<file path="config.mk">
export PLATFORM = sky130hd
export DESIGN_NAME = seg_display_mux
export DESIGN_NICKNAME = d
export VERILOG_FILES = /design/src/rtl/seg_display_pkg.sv /design/src/rtl/seg_hex_decode.sv /design/src/rtl/seg_display_mux.sv
export SDC_FILE = /design/constraint.sdc
export NUM_CORES = 1
export LEC_CHECK = 0
export CAP_MARGIN = 10
export CORE_UTILIZATION = 45
export DETAILED_ROUTE_END_ITERATION = 12
export GPL_ROUTABILITY_DRIVEN = 1
export GPL_TIMING_DRIVEN = 0
export PLACE_DENSITY = 0.67
export SYNTH_ARGS = -nofsm -noshare
export SYNTH_HDL_FRONTEND = slang
export SYNTH_SLANG_ARGS = --single-unit
</file>
<file path="constraint.sdc">
create_clock -name CLK -period 2.36 [get_ports CLK]
set_clock_uncertainty 0.05 [all_clocks]
set_input_delay 0.472 -clock CLK [delete_from_list [all_inputs] [get_ports CLK]]
set_output_delay 0.472 -clock CLK [all_outputs]
set_load 0.03 [all_outputs]
</file>
<file path="src/rtl/seg_display_pkg.sv">
// Shared definitions for the multiplexed seven-segment display driver:
// scan FSM states, segment encodings and the hex glyph table.
package seg_display_pkg;

   localparam logic [0:0] ST_BLANK = 1'b0;
   localparam logic [0:0] ST_DRIVE = 1'b1;

   // Segment vectors are active-low {g,f,e,d,c,b,a}
   localparam logic [6:0] SEG_OFF = 7'h7F;

   localparam logic [6:0] HEX_TABLE [16] = '{
      7'b1000000,  // 0
      7'b1111001,  // 1
      7'b0100100,  // 2
      7'b0110000,  // 3
      7'b0011001,  // 4
      7'b0010010,  // 5
      7'b0000010,  // 6
      7'b1111000,  // 7
      7'b0000000,  // 8
      7'b0010000,  // 9
      7'b0001000,  // A
      7'b0000011,  // b
      7'b1000110,  // C
      7'b0100001,  // d
      7'b0000110,  // E
      7'b0001110   // F
   };

endpackage

</file>
<file path="src/rtl/seg_hex_decode.sv">
// Combinational nibble to active-low seven-segment glyph decoder.
module seg_hex_decode
   import seg_display_pkg::*;
(
   input  logic [3:0] nibble,
   output logic [6:0] seg_n
);

   assign seg_n = HEX_TABLE[nibble];

endmodule

</file>
<file path="src/rtl/seg_display_mux.sv">
// Time-multiplexed seven-segment display driver with a frame-buffered write port.
// Optional leading-zero blanking is enabled by defining SEG_LZ_BLANK_EN.
module seg_display_mux
   import seg_display_pkg::*;
#(
   parameter int NUM_DIGITS   = 4,
   parameter int REFRESH_DIV  = 100000,
   parameter int BLANK_CYCLES = 1000
) (
   input  logic                               CLK,
   input  logic                               RST,
   input  logic                               wr_valid,
   output logic                               wr_ready,
   input  logic [4*NUM_DIGITS-1:0]            wr_data,
   input  logic [NUM_DIGITS-1:0]              wr_dp,
   input  logic [NUM_DIGITS-1:0]              blank_mask,
   output logic [6:0]                         seg_n,
   output logic                               dp_n,
   output logic [NUM_DIGITS-1:0]              an_n,
   output logic [(NUM_DIGITS > 1 ? $clog2(NUM_DIGITS) : 1)-1:0] scan_idx
);

   localparam int IDX_W = (NUM_DIGITS > 1) ? $clog2(NUM_DIGITS) : 1;
   localparam int CNT_W = $clog2(REFRESH_DIV);

   logic [CNT_W-1:0]        cnt_reg, cnt_next;
   logic [IDX_W-1:0]        scan_reg, scan_next;
   logic [0:0]              state_reg, state_next;
   logic                    pend_full_reg;
   logic [4*NUM_DIGITS-1:0] pend_data_reg, act_data_reg;
   logic [NUM_DIGITS-1:0]   pend_dp_reg, act_dp_reg;
   logic [6:0]              seg_n_reg;
   logic                    dp_n_reg;
   logic [NUM_DIGITS-1:0]   an_n_reg;

   logic                    cnt_last, scan_last, frame_end, accept;
   logic [3:0]              nib [NUM_DIGITS];
   logic [3:0]              cur_nib;
   logic [6:0]              dec_seg;
   logic                    lz_dark, digit_dark;

   always_comb begin
      cnt_last   = (cnt_reg == CNT_W'(REFRESH_DIV - 1));
      scan_last  = (scan_reg == IDX_W'(NUM_DIGITS - 1));
      frame_end  = cnt_last && scan_last;
      accept     = wr_valid && !pend_full_reg;
      cnt_next   = cnt_last ? '0 : cnt_reg + 1'b1;
      scan_next  = scan_reg;
      if (cnt_last) begin
         scan_next = scan_last ? '0 : scan_reg + 1'b1;
      end
      // The state tracks the counter value it will sit beside next cycle
      state_next = (cnt_next < CNT_W'(BLANK_CYCLES)) ? ST_BLANK : ST_DRIVE;
   end

   always_ff @(posedge CLK) begin
      if (RST) begin
         cnt_reg   <= '0;
         scan_reg  <= '0;
         state_reg <= ST_BLANK;
      end else begin
         cnt_reg   <= cnt_next;
         scan_reg  <= scan_next;
         state_reg <= state_next;
      end
   end

   // Pending is only ever loaded while empty, so a capture on the boundary
   // cycle never collides with the pending-to-active transfer.
   always_ff @(posedge CLK) begin
      if (RST) begin
         pend_full_reg <= 1'b0;
         pend_data_reg <= '0;
         pend_dp_reg   <= '0;
         act_data_reg  <= '0;
         act_dp_reg    <= '0;
      end else begin
         if (frame_end && pend_full_reg) begin
            act_data_reg  <= pend_data_reg;
            act_dp_reg    <= pend_dp_reg;
            pend_full_reg <= 1'b0;
         end
         if (accept) begin
            pend_data_reg <= wr_data;
            pend_dp_reg   <= wr_dp;
            pend_full_reg <= 1'b1;
         end
      end
   end

   genvar gi;
   generate
      for (gi = 0; gi < NUM_DIGITS; gi++) begin : g_nib
         assign nib[gi] = act_data_reg[4*gi +: 4];
      end
   endgenerate

   assign cur_nib = nib[scan_reg];

   seg_hex_decode u_dec (
      .nibble (cur_nib),
      .seg_n  (dec_seg)
   );

`ifdef SEG_LZ_BLANK_EN
   // lz[i]: digit i and everything above it are zero; digit 0 never qualifies
   logic [NUM_DIGITS-1:0] lz;
   generate
      for (gi = 0; gi < NUM_DIGITS; gi++) begin : g_lz
         if (gi == 0) begin : g_lsd
            assign lz[gi] = 1'b0;
         end else begin : g_upper
            assign lz[gi] = (act_data_reg[4*NUM_DIGITS-1:4*gi] == '0);
         end
      end
   endgenerate
   assign lz_dark = lz[scan_reg] && !act_dp_reg[scan_reg];
`else
   assign lz_dark = 1'b0;
`endif

   assign digit_dark = blank_mask[scan_reg] || lz_dark;

   always_ff @(posedge CLK) begin
      if (RST || state_reg == ST_BLANK) begin
         seg_n_reg <= SEG_OFF;
         dp_n_reg  <= 1'b1;
         an_n_reg  <= '1;
      end else begin
         seg_n_reg <= dec_seg;
         dp_n_reg  <= ~act_dp_reg[scan_reg];
         an_n_reg  <= digit_dark ? '1 : ~(NUM_DIGITS'(1) << scan_reg);
      end
   end

   assign wr_ready = ~pend_full_reg;
   assign seg_n    = seg_n_reg;
   assign dp_n     = dp_n_reg;
   assign an_n     = an_n_reg;
   assign scan_idx = scan_reg;

endmodule

</file>
Yosys cells after proc, flatten, opt, wreduce, memory -nomap -nowiden

Memory sizes are Yosys's and may differ from the RTL's. A register that Yosys moved wholly into a read port is not among the register bits.
Cells that the tools add are included.

Reductions and logical operators: 7
Equal/unequal tests: 2
Mux-type cells: 12
Magnitude comparators: 3
Shift-type cells: 1
Add/sub/neg operators: 2
Multiply operators: 0
Bitwise logic cells: 6
Divide/modulo/power cells: 0

Operators with widths:

| operator                                                  | number |
|---|---|
| adder 17 x 1 -> 17 bit (second input constant)            | 1 |
| == test 17 bit (second input constant)                    | 1 |
| < comparator 17 x 10 -> 1 bit (second input constant)     | 1 |
| two-way mux 17 bit                                        | 1 |
| binary-select mux 4 bit (select 2 bit)                    | 1 |
| two-way mux 4 bit                                         | 2 |
| two-way mux 1 bit                                         | 5 |
| NOT 4 -> 5 bit                                            | 1 |
| binary-select mux 1 bit (select 2 bit)                    | 2 |
| NOT 4 bit                                                 | 1 |
| left shift 1 x 2 -> 4 bit (first input constant)          | 1 |
| greater-or-equal comparator 3 bit (second input constant) | 1 |
| logical AND 1 bit                                         | 3 |
| < comparator 2 x 3 -> 1 bit (second input constant)       | 1 |
| NOT 1 bit                                                 | 3 |
| NOT 2 -> 3 bit                                            | 1 |
| adder 2 x 1 -> 2 bit (second input constant)              | 1 |
| == test 2 bit (second input constant)                     | 1 |
| two-way mux 2 bit                                         | 1 |
| nonzero test 2 bit                                        | 1 |
| OR reduction 2 bit                                        | 1 |
| logical NOT 1 bit                                         | 1 |
| logical OR 1 bit                                          | 1 |

Output and inout port bits: 15
Memories: 1
ROM bits: 112
Input port bits: 27
Bits in latches: 0
Logic and storage cells: 44
Bits in registers: 66
Bits in writable memories: 0

Memories:

| memory          | depth | bits a word | rd ports | clocked after Yosys merged registers in | write ports | RTL line            | source |
|---|---|---|---|---|---|---|---|
| (no name shown) | 16    | 7           | 1        | 1                                       | 0           | seg_hex_decode.sv:9 | `assign seg_n = HEX_TABLE[nibble];` |

Depth between registers and ports, before layout

Gate-level depths: netlist of run 1.

Depth in word-level cells: 5
Gate-level depth with buffers: 8

Modules after synthesis

A second synthesis of run 1 with hierarchy kept.

Cells, all modules: 370
Area, all modules: 3344.5 sq um

Modules (own cells, without submodules):

| module          | seq. area each (sq um) | times used | cells an instance | area each (sq um) |
|---|---|---|---|---|
| seg_display_mux | 1461.4                 | 1          | 337               | 3075.4 |
| seg_hex_decode  | 0.0                    | 1          | 33                | 269.0 |

Worst setup path before layout of run 1

OpenSTA, ideal clock, no wires.

Path kind: register to register
Start point: register scan_reg[0] (netlist: scan_idx[0])
End point: register seg_n_reg[1] (netlist: seg_n[1])
Stages on the path, launching flop included: 7
Path buffers: 1
Arrival time: 2.040 ns
Path slack: 0.131 ns
Clock period less this slack: 2.229 ns
Data required time: 2.171 ns
Path through: dfxtp_1 > buf_2 > mux4_2 > inv_1 > ha_1 > o211ai_1 > o211ai_1

Longest elaborated chain between the ends: 5

Ends and longest elaborated chain:

| what                                                 | RTL line              | source |
|---|---|---|
| start: declaration                                   | seg_display_mux.sv:27 | `logic [IDX_W-1:0] scan_reg, scan_next;` |
| start signal: assignment                             | seg_display_mux.sv:63 | `scan_reg <= scan_next;` |
| NOT 2 -> 3 bit (implied by the code)                 | seg_display_mux.sv:98 | `assign cur_nib = nib[scan_reg];` |
| binary-select mux 4 bit (select 2 bit)               | seg_display_mux.sv:98 |  |
| two-way mux 4 bit (implied by the code) (2 in a row) | seg_display_mux.sv:98 |  |
| NOT 4 -> 5 bit (implied by the code)                 | seg_hex_decode.sv:9   |  |
| end: declaration                                     | seg_display_mux.sv:32 | `logic [6:0] seg_n_reg;` |

No other way between the ends. The select of a mux whose other input is x is not followed.
A chain may end at the register's enable or synchronous reset.

Worst setup path after layout of run 1

Start point: register cnt_reg[0]
End point: register state_reg

Longest elaborated chain between the ends: 4

Ends and longest elaborated chain:

| what                                                     | RTL line                                     | source |
|---|---|---|
| start: declaration                                       | seg_display_mux.sv:26                        | `logic [CNT_W-1:0] cnt_reg, cnt_next;` |
| start signal: assignment                                 | seg_display_mux.sv:62                        | `cnt_reg <= cnt_next;` |
| adder 17 x 1 -> 17 bit or == test 17 bit (tied branches) | seg_display_mux.sv:47, seg_display_mux.sv:43 |  |
| two-way mux 17 bit (*)                                   | seg_display_mux.sv:47                        | `cnt_next = cnt_last ? '0 : cnt_reg + 1'b1;` |
| < comparator 17 x 10 -> 1 bit (*)                        | seg_display_mux.sv:53                        | `state_next = (cnt_next < CNT_W'(BLANK_CYCLES)) ? ST_BLANK : ST_DRIVE;` |
| two-way mux 1 bit (*)                                    | seg_display_mux.sv:53                        |  |
| end signal: assignment                                   | seg_display_mux.sv:64                        | `state_reg <= state_next;` |
| end: declaration                                         | seg_display_mux.sv:28                        | `logic [0:0] state_reg, state_next;` |

Mark *: on every way between the ends. The rest lies on a longest branch, timed or not.

==> results of run 1 <==
metrics by stage:
| step | TNS (ns) | power, W |
|---|---|---|
| finish | 0 | 0.00241 |
| global route | -0.233 | 0.00250 |
| CTS | 0 | 0.00243 |
| detailed placement | -0.995 | 0.00143 |
| global placement | -0.389 | 0.00143 |
| floorplan | 0 | 0.00136 |
layout by cell type, fill, tap and decap left out, types with 6 or more instances in the layout:
cell	netlist	routed
mux2i_1	22	21
dfxtp_1	73	71
o21ai_0	7	7
nand3_1	15	15
clkbuf_1	12	12
xnor2_1	11	11
nand2_1	60	60
clkdlybuf4s50_1	0	41
mux4_2	6	6
clkbuf_8	1	11
a21oi_1	25	25
nor2_1	43	41
ha_1	11	11
inv_1	8	8
worst max-delay path: stages, from the launching register on:
cell and delay, ns:
dfxtp_4 0.38, ha_1 0.14, buf_4 0.15, nand4_2 0.14, or4_1 0.54, buf_2 0.18
mux2i_2 0.18, a31oi_1 0.11, a311o_1 0.33
final cells by class:
cell class / instances / area, um2
fillers: 627 / 2860
multi-input cells: 260 / 1670
flip-flops and latches: 73 / 1470
repair buffers: 42 / 418
clock buffers: 10 / 138
plain buffers: 22 / 135
well taps: 96 / 120
clock inverters: 6 / 66.3
inverters: 8 / 30.0
power groups by stage:
| stage | Combinational, W | Clock, W | Sequential, W |
|---|---|---|---|
| 4_1_cts | 0.000132 | 0.00102 | 0.00128 |
| 6_report | 0.000131 | 0.00101 | 0.00127 |
| 3_3_place_gp | 0.000130 | 0 | 0.00130 |
| 3_5_place_dp | 0.000131 | 0 | 0.00130 |
| 2_1_floorplan | 0.0000651 | 0 | 0.00130 |
| 5_1_grt | 0.000145 | 0.00108 | 0.00128 |
metal layers:
metal / global-route usage, % / vias to the layer above / share of wire (%)
met3: 3.13 / 9 / 3.8
met4: 7.60 / 0 / 1.3
li1: - / 1349 / -
met5: 0 / - / 0
met2: 29.1 / 59 / 43
met1: 28.5 / 1231 / 52
how the worst max path moves through the flow:
stage,slack [ns],depth (start not counted),start,endpoint
6_report,0.05,8,cnt_reg[0],state_reg
5_1_grt,-0.07,8,cnt_reg[0],state_reg
4_1_cts,0.01,8,cnt_reg[0],state_reg
3_5_place_dp,-0.08,8,cnt_reg[0],act_data_reg[8]
3_3_place_gp,-0.04,8,cnt_reg[0],state_reg
2_1_floorplan,0.13,6,scan_idx[0],seg_n[1]
kinds of logic after synthesis:
group                      Yosys count
buffers and inverters               30
AOI/OAI and AO/OA                   52
xor gates and xnor gates            16
and+or+nand+nor                    153
adders and majority gates           11
muxes                               28
DFF                                 73
repair_timing:
item                                    4_1_cts  5_1_grt
endpoints found under the setup margin       30       33
buffers inserted                              0        1
gates resized for setup                       2        9
hold buffers                                  0        0
pin swaps                                     1        0
==> results.json, run 1 <==
{
  "clockRootBuffer": "clkbuf_8",
  "cts_max_path_buffers": 2,
  "p_per_area_nw_per_um2": 597,
  "comb_pwr_share_pct": 5.4,
  "final_layout_size_suffix_gt1_share_pct": 11.6,
  "postLayoutSetupSlackWorst_ns": 0.0459,
  "post_synth_edffs": 0,
  "antenna_violating_nets_post_route": 0,
  "drc": 0,
  "slew_violations": 0,
  "synth.yosys.warnings": 0,
  "die_height_um": 87.3,
  "tritoncts": "built",
  "worst_setup_path_end_kind": "flop",
  "hold-path-endpoint": "pend_dp_reg[2]",
  "r2r.worst_path.cells": 8,
  "outcome": "completed",
  "areaGrowthSynthToFinish_pct": 23.5,
  "postLayoutCoreUtil_pct": 58.6,
  "later_pin_clock_latency_in_the_skew_report_ns": 0.35,
  "crit_reg_reg_endpoint": "state_reg",
  "rows": 30,
  "seq_power_share_pct": 52.8,
  "internal_power_w": 0.00184,
  "synth_fp_nets": 401,
  "regToRegStartpoint": "cnt_reg[0]",
  "synth-main-ff-cell": "dfxtp_1",
  "placeableCoreArea_um2": 6910,
  "most_common_cell_in_the_netlist": "dfxtp_1",
  "globalRouteOverflowTotal": 0,
  "fin_worst_hold_slack_ns": 0.408,
  "part_of_the_yosys_area_used_for_sequential_elements_pct": 44.6,
  "hpwlAfterDp_mm": 4.80,
  "holdCritPathClass": "reg2reg",
  "vias": 2648,
  "netlist_top_cells_count": "dfxtp_1 (73), nand2_1 (60), nor2_1 (43), a21oi_1 (25), mux2i_1 (22)",
  "cts_max_level": 3,
  "worst-r2r-setup-slack_ns": 0.05,
  "synth_area_um2": 3280,
  "switching_share_pct": 23.6,
  "gr-usage-all-layers_pct": 19.6,
  "grt_pass1_wl_mm": 11.5,
  "max-cap-violations": 0,
  "critPathLaunchType": "flop",
  "post_dp_cell_area_um2": 3810,
  "n_antenna_cell": 0,
  "top_level_port_count": 42,
  "postLayoutCellArea_um2": 4050,
  "total_switching_power_w": 0.000571,
  "first_global_vias": 2368,
  "worst-setup-path-type": "reg2reg",
  "dominant_combinational_cell_family_by_area_after_synthesis": "simple AND/OR/NAND/NOR gates",
  "post_drt_wl_per_cell_um": 13.2,
  "floorplan.initialDensity_pct": 47.4,
  "synth.mux.area_fraction_pct": 10.8,
  "fin_cells": 517,
  "cts_made_buffers": 9,
  "largest_net_degree_at_the_start_of_global_routing": 14,
  "fraction_of_synthesis_flops_using_an_asynchronous_set_or_reset_pin_pct": 0,
  "detail_route.vias_per_cell": 5.12,
  "final_net_count": 454,
  "antenna_violations_before_repair": 0,
  "cts_sinks": 73,
  "overall_die_width_um": 87.3,
  "yosysTopAreaCellShare_pct": 44.6,
  "final.period_utilization_pct": 98.1,
  "synth_cells": 363,
  "timing.slew.headroom_pct": 63.3,
  "ys_ff_latch": 73,
  "timing.critical_path.required_ns": 2.54,
  "power.ir.vdd_worst_mv": 0.398,
  "synth_cell_types": 48,
  "initialDrtViolationCount": 103,
  "gp_congestion": 0.842,
  "adder_cell_share_of_the_synthesized_area_pct": 4.20,
  "clock_power_share_pct": 41.8,
  "dieArea_um2": 7620,
  "yosys.area_share.xor_xnor_pct": 4.28,
  "fmax_ghz": 0.432,
  "setup_repair_after_global_routing_missed_its_margin": "true",
  "whs_path_depth": 2,
  "pre_cts_ws_ns": -0.0787,
  "largest_register_ffs": 17,
  "worst_pin_slew_ns": 0.550,
  "total_placed_cells_including_tap_cells": 500,
  "worstHoldStart": "pend_dp_reg[2]",
  "synth.area.top_cells": "dfxtp_1 (45%), nand2_1 (6.9%), mux2i_1 (6.7%), nor2_1 (4.9%), ha_1 (4.2%)",
  "fin_crit_ns": 2.31,
  "drt-total-wl_mm": 6.83,
  "worst_setup_hold_path_clk_slew_ns": 0.08,
  "first_pass_iters": 5,
  "synth_largest_area_cell": "dfxtp_1",
  "final_setup_violations": 0,
  "synth.avg_cell_area_um2": 9.02,
  "critical_path.max_fanout": 7,
  "pleak_nw": 1.39,
  "final-hold-violation-count": 0,
  "crit_arrival_ns": 2.49,
  "port_buffers": 41,
  "synth_simple_gate_area_share_pct": 21.5,
  "synth-compound-area-share_pct": 9.66
}
Note: power is estimated with default switching activity, not from simulation.
==> inputs of run 2 (changes only) <==
--- a/config.mk
+++ b/config.mk
@@ -14,3 +14,4 @@
 export SYNTH_ARGS = -nofsm -noshare
 export SYNTH_HDL_FRONTEND = slang
 export SYNTH_SLANG_ARGS = --single-unit
+export TNS_END_PERCENT = 100
==> results of run 2 <==
Same layout as run 1: the final DEF is identical, and so are final timing and power.
==> edit 1: new RTL, settings of run 1 <==
The option `SEG_LZ_BLANK_EN` is turned on by a define.
--- a/src/rtl/seg_display_mux.sv
+++ b/src/rtl/seg_display_mux.sv
@@ -2,2 +2,4 @@
 // Optional leading-zero blanking is enabled by defining SEG_LZ_BLANK_EN.
+`define SEG_LZ_BLANK_EN
+
 module seg_display_mux
Formal check against the unedited RTL: no difference found for any inputs over 10 cycles, from zero or initial values and one cycle with RST high; that may be too few to reach the edited logic, so the function may still have changed.
==> edit 1 against run 1 <==
  * Cell area down 1.4%
  * Total power decreased by 7.6%
  * Sequential power is essentially flat
  * Worst setup slack better by 160 ps
  * Area after synthesis rose by 0.53%
  * Routed wire length fell by 2.0%
  * Non-clock buffer count grew 7
  * Worst hold slack lost 5.2 ps
  * Fmax up 7.6%
  * Via count rose by 2.6%
  * Sequential cell count unchanged
  * Sequential share of layout area grew 0.37 points
  * Largest cell class unchanged
==> edit 1: results (changes against run 1) <==
hold wc startpoint=act_dp_reg[3]; number of unique standard cell types used by synthesis=46 (-4.2%); DR pass1 iterations=4 (-1); Crit Path Max Fanout=10 (+3); Post-synth top cells=sky130_fd_sc_hd__nand2_1, sky130_fd_sc_hd__dfxtp_1, sky130_fd_sc_hd__a21oi_1; final antenna diode count=0 (unchanged); Final nets=479 (+5.5%); H-tree levels=3 (unchanged); Critical Path End=seg_n[1]; worst min-delay path category=reg2reg; max-slew headroom at the worst pin=58.6% (-4.7 points); result of the run=complete, no violations; final weighted congestion in routability-driven placement=0.805 (-4.4%); cell at the root of the clock tree=sky130_fd_sc_hd__clkbuf_8; initial antenna violation count=0 (unchanged); Wirelength per Cell=12.4 um (-6.4%); leakage=1.40 nW (+0.53%); initial DRC count=91 (-12%); worst vdd ir=0.000317 V (-20%); Placed Cells incl. Taps=526 (+5.2%); Syn Area/Cell=8.47 um2 (-6.2%); top_reg_cell synth=sky130_fd_sc_hd__dfxtp_1; GRT Resource Usage Total=18.8% (-0.85 points); flip-flop count of the largest register, all copies and words added=17 (unchanged); CP Data Arrival Time=2310 ps (-180 ps); maximum clock path buffer count=2 (unchanged); total CTS buffers=9 (unchanged); pin count of the biggest net entering global routing=13 (-1); clock network latency to the later pin of the worst-skew pair=350 ps (about the same); post_cts resized=0 (-2); Setup crit start=scan_idx[0]; via count=2716 (+2.6%); Ys Warns=0 (unchanged); cells taking the most area after synthesis=sky130_fd_sc_hd__dfxtp_1, sky130_fd_sc_hd__nand2_1, sky130_fd_sc_hd__a21oi_1; wire length of the first global-routing pass=11000 um (-4.1%); number of global-route vias before repair=2408 (+1.7%); number of setup buffers added after CTS=0 (unchanged); fraction of final layout cells sized beyond drive strength 1=11.2% (-0.40 points); post-route insts no fill=541 (+4.6%); total nets after synthesis=427 (+6.5%); CTS clock-pin slew for the worst setup and hold paths=70 ps; r2r worst-path depth=6 (-2); register area share after synthesis=44.4% (-0.24 points); fraction of registers with async set/reset=0% (unchanged); placed wire-length estimate=4850 um (+1.0%); buffers added on ports=41 (unchanged); register-to-register path setup slack=210 ps (+160 ps)
-- edit 1: changes by cell type after synthesis, moves of 4 or more --
cell / before / now
sky130_fd_sc_hd__xnor2_1: 11 / 5
sky130_fd_sc_hd__buf_2: 2 / 9
sky130_fd_sc_hd__xor2_1: 5 / 10
sky130_fd_sc_hd__nand2_1: 60 / 100
sky130_fd_sc_hd__nor2_1: 43 / 27
sky130_fd_sc_hd__or3_2: 4 / 0
sky130_fd_sc_hd__a21oi_2: 0 / 9
sky130_fd_sc_hd__and4_1: 0 / 4
sky130_fd_sc_hd__mux2i_1: 22 / 2
sky130_fd_sc_hd__a21oi_1: 25 / 39
sky130_fd_sc_hd__nand3_1: 15 / 9
sky130_fd_sc_hd__nand2b_1: 5 / 0
sky130_fd_sc_hd__nand4_1: 2 / 7
-- edit 1: logic make-up after synthesis --
kind of cell,share of synthesized area (%)
AND/OR/NAND/NOR,23.6
flip-flops,44.4
AO/OA/AOI/OAI,13.4
buffers and inverters,5.74
XOR/XNOR,3.99
adder cells (fa/ha/maj),4.18
multiplexers,4.71
-- edit 1: report_power, final --
part	switching [mW]	internal, mW	total [mW]	leakage (nW)
combinational	0.0599	0.0651	0.125	0.718
sequential	0.0169	1.26	1.27	0.593
clock	0.465	0.369	0.835	0.0846
total	0.542	1.69	2.23	1.40
-- edit 1: critical path, cell delays in order (launching register included) --
cell	delay, ps
sky130_fd_sc_hd__dfxtp_2	410
sky130_fd_sc_hd__buf_4	230
sky130_fd_sc_hd__mux4_2	580
sky130_fd_sc_hd__inv_1	180
sky130_fd_sc_hd__ha_1	270
sky130_fd_sc_hd__o211ai_1	170
sky130_fd_sc_hd__o211ai_1	110
-- edit 1: metrics by stage --
stage          hold WS, ps  cell area [um2]  setup WS, ps
2_1_floorplan          379             3290          88.1
3_3_place_gp           388             3820          46.9
3_5_place_dp           390             3820          29.2
4_1_cts                401             3980          15.4
5_1_grt                426             3990          77.4
6_report               402             3990           208
-- edit 1: worst min path at each step --
| stage | end | depth (start not counted) |
|---|---|---|
| 2_1_floorplan | act_dp_reg[3] | 2 |
| 3_3_place_gp | act_dp_reg[3] | 2 |
| 3_5_place_dp | act_dp_reg[3] | 2 |
| 4_1_cts | act_dp_reg[3] | 2 |
| 5_1_grt | pend_dp_reg[3] | 2 |
| 6_report | act_dp_reg[3] | 2 |
-- edit 1: cell type report --
class	instances	area, um2
flip-flops and latches	73	1460
multi-input cells	277	1640
clock buffers	9	124
clock inverters	6	36.3
inverters	9	33.8
plain buffers	30	158
repair buffers	41	410
fillers	651	2960
well taps	96	120
-- edit 1: layer usage --
metal,up-vias,wire length (um),track usage [%]
met5,-,0,0
met4,0,104,8.05
li1,1422,-,-
met2,56,3050,29.9
met1,1227,3300,24.5
met3,11,238,4.43
==> edit 2: new RTL, config.mk and constraints of run 1 <==
Made on the original files. Reset style: asynchronous (`RST`), changed in 2 clocked blocks.
--- a/src/rtl/seg_display_mux.sv
+++ b/src/rtl/seg_display_mux.sv
@@ -55,3 +55,3 @@
 
-   always_ff @(posedge CLK) begin
+   always_ff @(posedge CLK or posedge RST) begin
       if (RST) begin
@@ -69,3 +69,3 @@
    // cycle never collides with the pending-to-active transfer.
-   always_ff @(posedge CLK) begin
+   always_ff @(posedge CLK or posedge RST) begin
       if (RST) begin
Behaviour: differs if RST is asserted again (counterexample within 4 cycles, from zero or initial values and one cycle with RST high); with RST held inactive, the same outputs for 10 cycles.
==> edit 2 against run 1 <==
  * Sequential share of layout area is 4.0 points higher
  * Die area is 8.7% higher
  * Critical path type unchanged
  * Cell area grew 8.6%
  * Area after synthesis up 8.9%
  * Total power shrank 1.2%
  * Combinational power down 18%
  * Routed wire length fell by 3.6%
  * Sequential cell count unchanged
  * Worst setup slack better by 18 ps
==> edit 2: results (changes against run 1) <==
result of the run=complete, no violations; hold wc startpoint=pend_data_reg[7]; number of global-route vias before repair=2367 (-0.042%); GRT Resource Usage Total=18.3% (-1.4 points); Critical Path End=act_data_reg[10]; register area share after synthesis=49.5% (+4.9 points); cells taking the most area after synthesis=sky130_fd_sc_hd__dfrtp_1, sky130_fd_sc_hd__mux2_4, sky130_fd_sc_hd__mux2_2; sequential share of cell area=40.3% (+4.0 points); layout inverter count without the clock tree=9 (+1); switching portion of total power=22.4% (-1.2 points); Placed Cells incl. Taps=429 (-14%); Syn Area/Cell=12.5 um2 (+39%); fraction of registers with async set/reset=83.6% (+84 points); power density relative to cell area=543 nW/um2 (-9.0%); worst hold slack after final layout=453 ps (+45.1 ps); post-route insts no fill=452 (-13%); leakage=1.85 nW (+33%); number of setup buffers added after CTS=1 (+1); DR pass1 iterations=4 (-1); worst vdd ir=0.000440 V (+11%); Max Fclk=435 MHz (+0.77%); Post-synth top cells=sky130_fd_sc_hd__dfrtp_1, sky130_fd_sc_hd__mux2_2, sky130_fd_sc_hd__nand2_1; cell area after placement=4140 um2 (+8.6%); final weighted congestion in routability-driven placement=0.837 (-0.63%); register-to-register path setup slack=60 ps (+20 ps); overall routed net length=6590 um (-3.6%); amount of wire on met2 after detailed routing=2910 um (-0.78%); multi-input gate count=190 (-27%); Hold Path Depth=1 (-1); sum of routed wire segments on met1=3250 um (-8.5%); initial DRC count=125 (+21%); launch instance of the worst register-to-register path=cnt_reg[10]; Post-Route Utilization=57.1% (-1.4 points); relative area of clock buffers and inverters in the final design=4.44% (-0.60 points); Crit Path Max Fanout=10 (+3); slew of the pin with the lowest slew margin=708 ps (+158 ps); Filler cells=663 (+5.7%); top_reg_cell synth=sky130_fd_sc_hd__dfrtp_1; Via density=5.14 (+0.39%); Final nets=383 (-16%); pin count of the biggest net entering global routing=36 (+22); placed wire-length estimate=4510 um (-5.9%); cell with the biggest individual delay on the critical path=sky130_fd_sc_hd__or4b_4; worst hold path endpoint=act_data_reg[7]; wire length of the first global-routing pass=11700 um (+1.7%); fraction of standard cell area in multi-input logic=37.7% (-3.6 points); global routing met3 resource utilization=5.19% (+2.1 points); sum of met3 wire segment lengths after detailed routing=320 um (+23%); total nets after synthesis=323 (-19%); reported combinational group power=108 uW (-18%)
[edit 2: changes by cell type after synthesis, moves of 4 or more]
cell	delta
sky130_fd_sc_hd__mux2_2	+25
sky130_fd_sc_hd__nor2_1	-27
sky130_fd_sc_hd__o211ai_1	-4
sky130_fd_sc_hd__nand3_1	-8
sky130_fd_sc_hd__dfrtp_1	+61
sky130_fd_sc_hd__mux2_4	+19
sky130_fd_sc_hd__dfxtp_1	-61
sky130_fd_sc_hd__mux2i_1	-19
sky130_fd_sc_hd__or3_2	-4
sky130_fd_sc_hd__nand2_1	-40
sky130_fd_sc_hd__clkbuf_1	-8
sky130_fd_sc_hd__a21oi_1	-21
[edit 2: kinds of logic after synthesis]
| group | share of synthesized area, % |
|---|---|
| XOR/XNOR | 3.44 |
| AND/OR/NAND/NOR | 12.9 |
| buffers and inverters | 4.21 |
| adder cells (fa/ha/maj) | 3.86 |
| flip-flops | 49.5 |
| AO/OA/AOI/OAI | 5.47 |
| multiplexers | 20.5 |
